`config.mk`:
```
export PLATFORM = sky130hd
export DESIGN_NAME = decode_stage
export DESIGN_NICKNAME = d
export VERILOG_FILES = /design/src/rtl/decode_pkg.sv /design/src/rtl/decode_stage_imm_gen.sv /design/src/rtl/decode_stage.sv
export SDC_FILE = /design/constraint.sdc
export NUM_CORES = 1
export LEC_CHECK = 0
export BUFFER_PORTS_ARGS = -buffer_cell sky130_fd_sc_hd__buf_4
export CORE_ASPECT_RATIO = 1.4
export CORE_MARGIN = 2
export CORE_UTILIZATION = 47
export CTS_CLUSTER_SIZE = 16
export DETAILED_ROUTE_END_ITERATION = 16
export PLACE_DENSITY_LB_ADDON = 0.05
export SYNTH_ARGS = -nofsm -noshare
export SYNTH_HDL_FRONTEND = slang
export SYNTH_SLANG_ARGS = --single-unit
```
`constraint.sdc`:
```
create_clock -name clk -period 3 [get_ports clk]
set_clock_uncertainty 0.15 [all_clocks]
set_input_delay 0.3 -clock clk [delete_from_list [all_inputs] [get_ports clk]]
set_output_delay 0.3 -clock clk [all_outputs]
set_load 0.01 [all_outputs]
```
`src/rtl/decode_pkg.sv`:
```
// Shared types for the RV32I decode stage: opcodes, op classes, immediate formats, FSM states.
package decode_pkg;

  localparam logic [6:0] OPC_LUI    = 7'b0110111;
  localparam logic [6:0] OPC_AUIPC  = 7'b0010111;
  localparam logic [6:0] OPC_JAL    = 7'b1101111;
  localparam logic [6:0] OPC_JALR   = 7'b1100111;
  localparam logic [6:0] OPC_BRANCH = 7'b1100011;
  localparam logic [6:0] OPC_LOAD   = 7'b0000011;
  localparam logic [6:0] OPC_STORE  = 7'b0100011;
  localparam logic [6:0] OPC_OP_IMM = 7'b0010011;
  localparam logic [6:0] OPC_OP     = 7'b0110011;
  localparam logic [6:0] OPC_FENCE  = 7'b0001111;
  localparam logic [6:0] OPC_SYSTEM = 7'b1110011;

  typedef enum logic [3:0] {
    CLS_LUI     = 4'd0,
    CLS_AUIPC   = 4'd1,
    CLS_JAL     = 4'd2,
    CLS_JALR    = 4'd3,
    CLS_BRANCH  = 4'd4,
    CLS_LOAD    = 4'd5,
    CLS_STORE   = 4'd6,
    CLS_OP_IMM  = 4'd7,
    CLS_OP      = 4'd8,
    CLS_FENCE   = 4'd9,
    CLS_SYSTEM  = 4'd10,
    CLS_ILLEGAL = 4'd15
  } op_class_t;

  typedef enum logic [2:0] {IMM_I, IMM_S, IMM_B, IMM_U, IMM_J, IMM_NONE} imm_fmt_t;

  typedef enum logic [1:0] {ST_EMPTY, ST_READ, ST_VALID} state_t;

  // Every legal opcode ends in 2'b11, so a full 7-bit match also rejects compressed encodings.
  function automatic op_class_t classify(input logic [31:0] instr);
    case (instr[6:0])
      OPC_LUI:    return CLS_LUI;
      OPC_AUIPC:  return CLS_AUIPC;
      OPC_JAL:    return CLS_JAL;
      OPC_JALR:   return CLS_JALR;
      OPC_BRANCH: return CLS_BRANCH;
      OPC_LOAD:   return CLS_LOAD;
      OPC_STORE:  return CLS_STORE;
      OPC_OP_IMM: return CLS_OP_IMM;
      OPC_OP:     return CLS_OP;
      OPC_FENCE:  return CLS_FENCE;
      OPC_SYSTEM: return CLS_SYSTEM;
      default:    return CLS_ILLEGAL;
    endcase
  endfunction

  function automatic imm_fmt_t fmt_of(input op_class_t cls);
    case (cls)
      CLS_LUI, CLS_AUIPC:                                   return IMM_U;
      CLS_JAL:                                              return IMM_J;
      CLS_BRANCH:                                           return IMM_B;
      CLS_STORE:                                            return IMM_S;
      CLS_JALR, CLS_LOAD, CLS_OP_IMM, CLS_FENCE, CLS_SYSTEM: return IMM_I;
      default:                                              return IMM_NONE;
    endcase
  endfunction

endpackage

```
`src/rtl/decode_stage_imm_gen.sv`:
```
// Combinational RV32I immediate extraction; every format sign-extends from instr[31].
module imm_gen
  import decode_pkg::*;
(
  input  logic [31:0] i_instr,
  input  imm_fmt_t    i_fmt,
  output logic [31:0] o_imm
);

  always_comb begin
    o_imm = '0;
    case (i_fmt)
      IMM_I:   o_imm = {{20{i_instr[31]}}, i_instr[31:20]};
      IMM_S:   o_imm = {{20{i_instr[31]}}, i_instr[31:25], i_instr[11:7]};
      IMM_B:   o_imm = {{19{i_instr[31]}}, i_instr[31], i_instr[7], i_instr[30:25],
                        i_instr[11:8], 1'b0};
      IMM_U:   o_imm = {i_instr[31:12], 12'b0};
      IMM_J:   o_imm = {{11{i_instr[31]}}, i_instr[31], i_instr[19:12], i_instr[20],
                        i_instr[30:21], 1'b0};
      default: o_imm = '0;
    endcase
  end

endmodule

```
`src/rtl/decode_stage.sv`:
```
// RV32I decode stage: drives register-file selects, captures 1-cycle-latency read data,
// patches operands from the writeback port and hands a decoded bundle to execute.
module decode_stage
  import decode_pkg::*;
#(
  parameter int XLEN   = 32,
  parameter bit FWD_EN = 1'b1
) (
  input  logic            clk,
  input  logic            reset_i,
  input  logic            instr_valid_i,
  output logic            instr_ready_o,
  input  logic [31:0]     instr_i,
  input  logic [31:0]     pc_i,
  input  logic            flush_i,
  output logic [4:0]      rf_out1_sel_o,
  output logic [4:0]      rf_out2_sel_o,
  input  logic [XLEN-1:0] rf_out1_i,
  input  logic [XLEN-1:0] rf_out2_i,
  input  logic            wb_en_i,
  input  logic [4:0]      wb_sel_i,
  input  logic [XLEN-1:0] wb_data_i,
  output logic            dec_valid_o,
  input  logic            dec_ready_i,
  output logic [31:0]     dec_pc_o,
  output logic [XLEN-1:0] dec_rs1_val_o,
  output logic [XLEN-1:0] dec_rs2_val_o,
  output logic [31:0]     dec_imm_o,
  output logic [4:0]      dec_rd_o,
  output logic [3:0]      dec_op_o,
  output logic [2:0]      dec_funct3_o,
  output logic            dec_funct7b5_o,
  output logic            dec_illegal_o
);

  state_t          r_state;
  logic [31:0]     r_instr;
  logic [31:0]     r_pc;
  logic            r_fwd1_vld;
  logic            r_fwd2_vld;
  logic [XLEN-1:0] r_fwd1_data;
  logic [XLEN-1:0] r_fwd2_data;

  logic            w_ready;
  logic            w_accept;
  logic [4:0]      w_rs1;
  logic [4:0]      w_rs2;
  logic            w_wb_live;
  logic            w_acc_hit1;
  logic            w_acc_hit2;
  logic            w_hit1;
  logic            w_hit2;
  logic [XLEN-1:0] w_op1;
  logic [XLEN-1:0] w_op2;
  op_class_t       w_cls;
  imm_fmt_t        w_fmt;
  logic [31:0]     w_imm;
  logic            w_no_rd;

  assign w_rs1    = r_instr[19:15];
  assign w_rs2    = r_instr[24:20];
  assign w_ready  = !reset_i && !flush_i &&
                    ((r_state == ST_EMPTY) || ((r_state == ST_VALID) && dec_ready_i));
  assign w_accept = instr_valid_i && w_ready;

  assign instr_ready_o = w_ready;
  assign rf_out1_sel_o = w_ready ? instr_i[19:15] : w_rs1;
  assign rf_out2_sel_o = w_ready ? instr_i[24:20] : w_rs2;
  assign dec_valid_o   = (r_state == ST_VALID);

  // The register file reads before it writes, so a write landing on the accept edge is
  // invisible in READ and has to be remembered here.
  assign w_wb_live  = FWD_EN && wb_en_i && (wb_sel_i != 5'd0);
  assign w_acc_hit1 = w_wb_live && (wb_sel_i == instr_i[19:15]);
  assign w_acc_hit2 = w_wb_live && (wb_sel_i == instr_i[24:20]);
  assign w_hit1     = w_wb_live && (wb_sel_i == w_rs1);
  assign w_hit2     = w_wb_live && (wb_sel_i == w_rs2);

  assign w_op1 = (w_rs1 == 5'd0) ? '0 :
                 w_hit1          ? wb_data_i :
                 r_fwd1_vld      ? r_fwd1_data : rf_out1_i;
  assign w_op2 = (w_rs2 == 5'd0) ? '0 :
                 w_hit2          ? wb_data_i :
                 r_fwd2_vld      ? r_fwd2_data : rf_out2_i;

  assign w_cls   = classify(r_instr);
  assign w_fmt   = fmt_of(w_cls);
  assign w_no_rd = (w_cls == CLS_BRANCH) || (w_cls == CLS_STORE) ||
                   (w_cls == CLS_FENCE)  || (w_cls == CLS_ILLEGAL);

  imm_gen u_imm_gen (
    .i_instr (r_instr),
    .i_fmt   (w_fmt),
    .o_imm   (w_imm)
  );

  always_ff @(posedge clk) begin
    if (reset_i) begin
      r_state        <= ST_EMPTY;
      r_instr        <= '0;
      r_pc           <= '0;
      r_fwd1_vld     <= 1'b0;
      r_fwd2_vld     <= 1'b0;
      r_fwd1_data    <= '0;
      r_fwd2_data    <= '0;
      dec_pc_o       <= '0;
      dec_rs1_val_o  <= '0;
      dec_rs2_val_o  <= '0;
      dec_imm_o      <= '0;
      dec_rd_o       <= '0;
      dec_op_o       <= '0;
      dec_funct3_o   <= '0;
      dec_funct7b5_o <= 1'b0;
      dec_illegal_o  <= 1'b0;
    end else begin
      if (w_accept) begin
        r_instr     <= instr_i;
        r_pc        <= pc_i;
        r_fwd1_vld  <= w_acc_hit1;
        r_fwd2_vld  <= w_acc_hit2;
        r_fwd1_data <= wb_data_i;
        r_fwd2_data <= wb_data_i;
      end
      case (r_state)
        ST_EMPTY: begin
          if (w_accept) r_state <= ST_READ;
        end
        ST_READ: begin
          if (flush_i) begin
            r_state <= ST_EMPTY;
          end else begin
            r_state        <= ST_VALID;
            dec_pc_o       <= r_pc;
            dec_rs1_val_o  <= w_op1;
            dec_rs2_val_o  <= w_op2;
            dec_imm_o      <= w_imm;
            dec_rd_o       <= w_no_rd ? 5'd0 : r_instr[11:7];
            dec_op_o       <= w_cls;
            dec_funct3_o   <= r_instr[14:12];
            dec_funct7b5_o <= r_instr[30];
            dec_illegal_o  <= (w_cls == CLS_ILLEGAL);
          end
        end
        ST_VALID: begin
          // Keep the presented operands architecturally current while they wait.
          if (w_hit1) dec_rs1_val_o <= wb_data_i;
          if (w_hit2) dec_rs2_val_o <= wb_data_i;
          if (flush_i)          r_state <= ST_EMPTY;
          else if (w_accept)    r_state <= ST_READ;
          else if (dec_ready_i) r_state <= ST_EMPTY;
        end
        default: r_state <= ST_EMPTY;
      endcase
    end
  end

endmodule

```
**Word-level counts from Yosys, hierarchy flattened**

Memories as Yosys holds them, arrays and structs flattened.
Index checks and enable logic that the tools add are counted.
Widths: inputs -> output; s select.

- Equality and inequality tests: 30
- Muxes and demuxes: 23
- Bitwise gates (word level): 1
- Reductions and logical operators: 25

Operators by type and width:

| operator | count |
|---|---|
| $mux 32 | 10 |
| $pmux 32 s5 | 1 |
| $pmux 32 s2 | 2 |
| $pmux 4 s11 | 1 |
| $eq 7x7->1 const B | 4 |
| $eq 7x6->1 const B | 3 |
| $eq 5x5->1 | 4 |
| $mux 5 | 3 |
| $eq 7x5->1 const B | 2 |
| $logic_not 5->1 | 2 |
| $mux 2 | 5 |
| $logic_and 1x1->1 | 9 |
| $eq 4x3->1 const B | 2 |
| $eq 4x4->1 const B | 2 |
| $eq 7x2->1 const B | 1 |
| $eq 7x4->1 const B | 1 |
| $eq 3x2->1 const B | 2 |
| $pmux 2 s3 | 1 |
| $reduce_and 3->1 | 2 |
| $reduce_bool 5->1 | 1 |
| $logic_or 1x1->1 | 4 |
| $ne 2x1->1 const B | 2 |
| $ne 2x2->1 const B | 2 |
| $ne 4x2->1 const B | 1 |
| other kinds (10) | 12 |

- Bits in registers: 242
- ROM bits: 48
- Input bits: 171
- Output and inout port bits: 154
- Memories: 1

Memory list:

| name | depth | width | read ports | clocked after memory_dff | wr ports | line | source |
|---|---|---|---|---|---|---|---|
| (name not given) | 16 | 3 | 1 | 0 | 0 | decode_pkg.sv:54 | `case (cls)` |

**Logic depth before layout (Yosys ltp)**

- Depth in word-level cells: 8
- Depth in mapped cells: 13
- Gate-level depth less buffers: 11

**By module**

Synthesis repeated with hierarchy kept, for this count alone.

- Cells, all modules: 1487
- Area, all modules: 11851.4 sq um

Modules (own cells, without submodules):

| module | times used | cells each | area an instance (sq um) | sequential area each (sq um) |
|---|---|---|---|---|
| decode_stage | 1 | 1393 | 11310.8 | 4844.6 |
| imm_gen | 1 | 94 | 540.5 | 0.0 |

**Least setup slack after synthesis**

No wires, ideal clock.

- Path type: reg2reg
- Start point: reg r_instr[2]
- End point: reg dec_imm_o[19]
- Arrival time: 2714 ps
- Path slack: 45 ps
- Stages on the path, launching flop included: 13
- Cell sequence: dfxtp_1 > buf_2 > or3_1 > a21o_1 > a21oi_1 > o21ai_0 > ha_1 > clkbuf_1 > o21a_2 > a2111oi_4 > buf_4 > a21oi_1 > a311oi_1

- Longest elaborated chain between the ends: 5

RTL lines:

| element | line | source |
|---|---|---|
| start: declaration | decode_stage.sv:37 | `logic [31:0] r_instr;` |
| start signal: assignment | decode_stage.sv:117 | `r_instr <= instr_i;` |
| $eq 7x7->1 (tied with other cells) | decode_pkg.sv:37 | `case (instr[6:0])` |
| $pmux 4 s11 (*) | decode_pkg.sv:37 |  |
| via w_cls[1] | decode_stage.sv:55 | `op_class_t w_cls;` |
| $mem_v2 16x3 (*) | -- |  |
| $eq 3x3->1 (tied with other cells) | decode_stage_imm_gen.sv:12 | `case (i_fmt)` |
| $pmux 32 s5 (*) | decode_stage_imm_gen.sv:12 |  |
| end signal: assignment | decode_stage.sv:136 | `dec_imm_o <= w_imm;` |
| end: declaration | decode_stage.sv:28 | `output logic [31:0] dec_imm_o,` |

The timed path passes the listed nets; every way through them passes the cells marked *.
A chain may end at the register's enable or synchronous reset.

**Worst setup path in the final report**

- Start point: reg r_instr[4]
- End point: reg dec_imm_o[29]

The elaborated chain is that of the path after synthesis.

==> reports/metrics.cfg <==
[yosys]
postSynthCellCount = 1363
syn-mean-instance-area_um2 = 8.32
syn_nets = 1538
ys_types = 71
synth_area_mm2 = 0.0113
yosysSeqAreaShare_pct = 42.7
synth_top_area_share_pct = 42.7
synth_edf_count = 0
yosysTopAreaCell = dfxtp_1
synth_area_leaders = dfxtp_1 43%, nand2_1 13%, nand3b_1 6.4%, mux2i_1 5.7%, a311oi_1 5.6%
synth-seq-cells = 242
synth_warnings = 0
async_reset_ff_share_pct = 0
synthFlopType = dfxtp_1

[worst_hold_path]
min_path_type = primary input to flop

[cells_and_area]
layout.cells.most_common_list = 395 x nand2_1, 356 x buf_4, 238 x dfxtp_1
fin_util_pct = 67.1
final_common_cell = nand2_1
area_growth_syn_to_layout_pct = 41.0
finalNetCount = 1912
layout-drive-gt1-share_pct = 26.0

[sta]
min_period_ps = 2850
setup-tns-final_ps = 0
hold_violations = 0
period_share_pct = 94.9
setup_ws_ps = 154
setup_viol = 0
fmax_mhz = 351
final_max_slew_viol_count = 0
relSlewSlack_pct = 42.7
worst_slew_pin_slew_ps = 860
rsz0062_at_grt = no
hold_slack_ps = 32.8

[worst_setup_path]
startpoint_type = flop
path_cells = or3_1 > a21o_1 > a21oi_2 > o21ai_2 > ha_1 > buf_4 > a311oi_4 > or2_4 > nand3_2 > a31oi_1
critPathArrivalTime_ps = 3140
r2r_start = r_instr[4]$_SDFFE_PP0P_
critPathMaxStageDelay_ps = 360
endpoint = dec_imm_o[29]$_SDFFE_PP0P_
worstPathRequired_ps = 3290
rrSetupSlack_ps = 150
crit_path_start = r_instr[4]$_SDFFE_PP0P_
crit_path_end_kind = flop
crit_fanout = 10
cpMaxStageDelayCell = dfxtp_2
worstSetupPathType = flop to flop
ff2ff_path_depth = 10
r2r_end = dec_imm_o[29]$_SDFFE_PP0P_

[global_route]
grt_max_degree = 187
grt_pass1_wl_mm = 57.3
first_global_vias = 11024
grt_use_total_pct = 27.6
grt_overflow_total = 0
antenna_found_initial = 2

[detailed_routing]
routed_wl_mm = 36.5
drt_iter0_drc = 677
drc_errors = 0
routed.top_layer = met4
wl_met2_mm = 18.5
ant_nets = 0
dr_total_vias = 11343
dr_wl_met3_mm = 2.47
routedWlPerCell_um = 17.6
first_pass_iters = 5
wl_met1_mm = 14.1
viasPerCell = 5.49

[floorplanning]
initial_core_util_pct = 47.6
dieWidth_um = 135
ios = 325
die_y_um = 188
rows = 67
die_area_mm2 = 0.0254
core_mm2 = 0.0238

[power]
p_total_w = 0.00766
vdd_drop_max_mv = 0.547
cellPowerDensity_mw_per_mm2 = 480
power.leakage_nw = 6.61

[clocking]
cts_sinks = 242
cts_buffer_depth = 3
clk_latency_ps = 520
clk_pin_slew_ps = 60
cts_tree = done
numCtsBuffers = 25
root_buffer = clkbuf_16
htree_levels = 1

[place]
place_hpwl_mm = 23.6
io_buffers = 324
pre_cts_slack_ps = 5.56
gp_congestion = 0.860

[outcome]
status = completed

[run]
drv_cap = 0

## synthesized netlist by cell type, types with 2 or more instances
library cell and n:
buf_6 10, o21ai_0 6, nor2b_1 3, buf_2 12, nand2_1 396, a211oi_1 6
mux2i_1 64, a31oi_1 12, xor2_1 12, nand3b_1 97, inv_2 3, mux2_2 10
nand3_1 5, clkbuf_1 79, o21ai_2 2, a22oi_1 5, o21ai_1 5, inv_1 3
o211ai_1 72, xnor2_1 9, a21oi_1 55, o31ai_1 3, nand4_2 2, a311oi_1 72
dfxtp_1 242, buf_4 5, ha_1 4, a22o_1 9, nor2_1 88, nand2b_1 5
nor3_1 10, buf_1 12, a32oi_1 6, or2_1 2
## flip-flops by register name, indices dropped and copies added (netlist names)
name / flops
dec_imm_o: 32
dec_pc_o: 32
dec_rs1_val_o: 32
dec_rs2_val_o: 32
r_fwd2_data: 32
r_instr: 32
r_pc: 32
dec_rd_o: 5
dec_op_o: 4
dec_funct3_o: 3
r_state: 2
dec_funct7b5_o: 1
dec_illegal_o: 1
r_fwd1_vld: 1
r_fwd2_vld: 1
## report_power, final
group	switching (W)	total (W)	internal [W]	leakage (nW)
clock	0.00128	0.00323	0.00195	0.419
sequential	0.0000865	0.00341	0.00332	1.97
combinational	0.000507	0.00103	0.000519	4.23
total	0.00188	0.00766	0.00579	6.61
## critical path: cells and delay by family (launching register included)
kind                     cells  cell delay [ps]
adder cells (fa/ha/maj)      1              280
buffers and inverters        1              180
AO/OA/AOI/OAI                5              980
flip-flops                   1              360
AND/OR/NAND/NOR              3              830
## layer usage
metal / GRT usage [%] / vias up
met4: 10.9 / 0
li1: - / 5548
met1: 32.3 / 5339
met2: 49.2 / 369
met5: 0 / -
met3: 5.22 / 87
## cell type report
| cell class | instances | area, um^2 |
|---|---|---|
| clock inverters | 12 | 166 |
| clock buffers | 32 | 682 |
| diodes | 2 | 5.00 |
| flip-flops and latches | 242 | 4850 |
| multi-input cells | 997 | 6030 |
| fillers | 2034 | 7830 |
| inverters | 6 | 23.8 |
| well taps | 310 | 388 |
| repair buffers | 465 | 3840 |
## metrics by stage
| stage | cell area [um^2] | std cells |
|---|---|---|
| finish | 16000 | 2066 |
| global route | 16000 | 2066 |
| CTS | 15900 | 2063 |
| detailed placement | 14100 | 1919 |
| global placement | 14100 | 1919 |
| floorplan | 11300 | 1363 |
## kinds of logic after synthesis
| logic type | count (synthesis) | share of synthesized area [%] |
|---|---|---|
| compound gates | 267 | 17.7 |
| xor+xnor | 21 | 1.62 |
| fa+ha+maj | 4 | 0.441 |
| buf+inv | 124 | 5.07 |
| flops | 242 | 42.7 |
| mux | 75 | 6.77 |
| simple gates | 630 | 25.7 |
## worst min path at each step
| stage | from | slack [ps] | endpoint | depth (start not counted) |
|---|---|---|---|---|
| floorplan | flush_i | 220 | r_state[1]$_SDFFE_PP0P_ | 1 |
| global placement | r_pc[1]$_SDFFE_PP0P_ | 290 | dec_pc_o[1]$_SDFFE_PP0P_ | 2 |
| detailed placement | r_pc[2]$_SDFFE_PP0P_ | 290 | dec_pc_o[2]$_SDFFE_PP0P_ | 2 |
| CTS | wb_sel_i[2] | 20 | r_fwd1_vld$_SDFFE_PP0P_ | 4 |
| global route | wb_sel_i[2] | 50 | r_fwd1_vld$_SDFFE_PP0P_ | 4 |
| finish | wb_sel_i[2] | 30 | r_fwd1_vld$_SDFFE_PP0P_ | 4 |
## what timing repair did
item | in CTS | in global routing
buffers inserted | 0 | 1
hold buffers | 100 | 0
pin swaps | 0 | 2
setup endpoints to repair | 3 | 37
gates cloned | 0 | 0
gates resized for setup | 2 | 10
endpoints found under the hold margin | 172 | 0
Note: power is estimated with default switching activity, not from simulation.
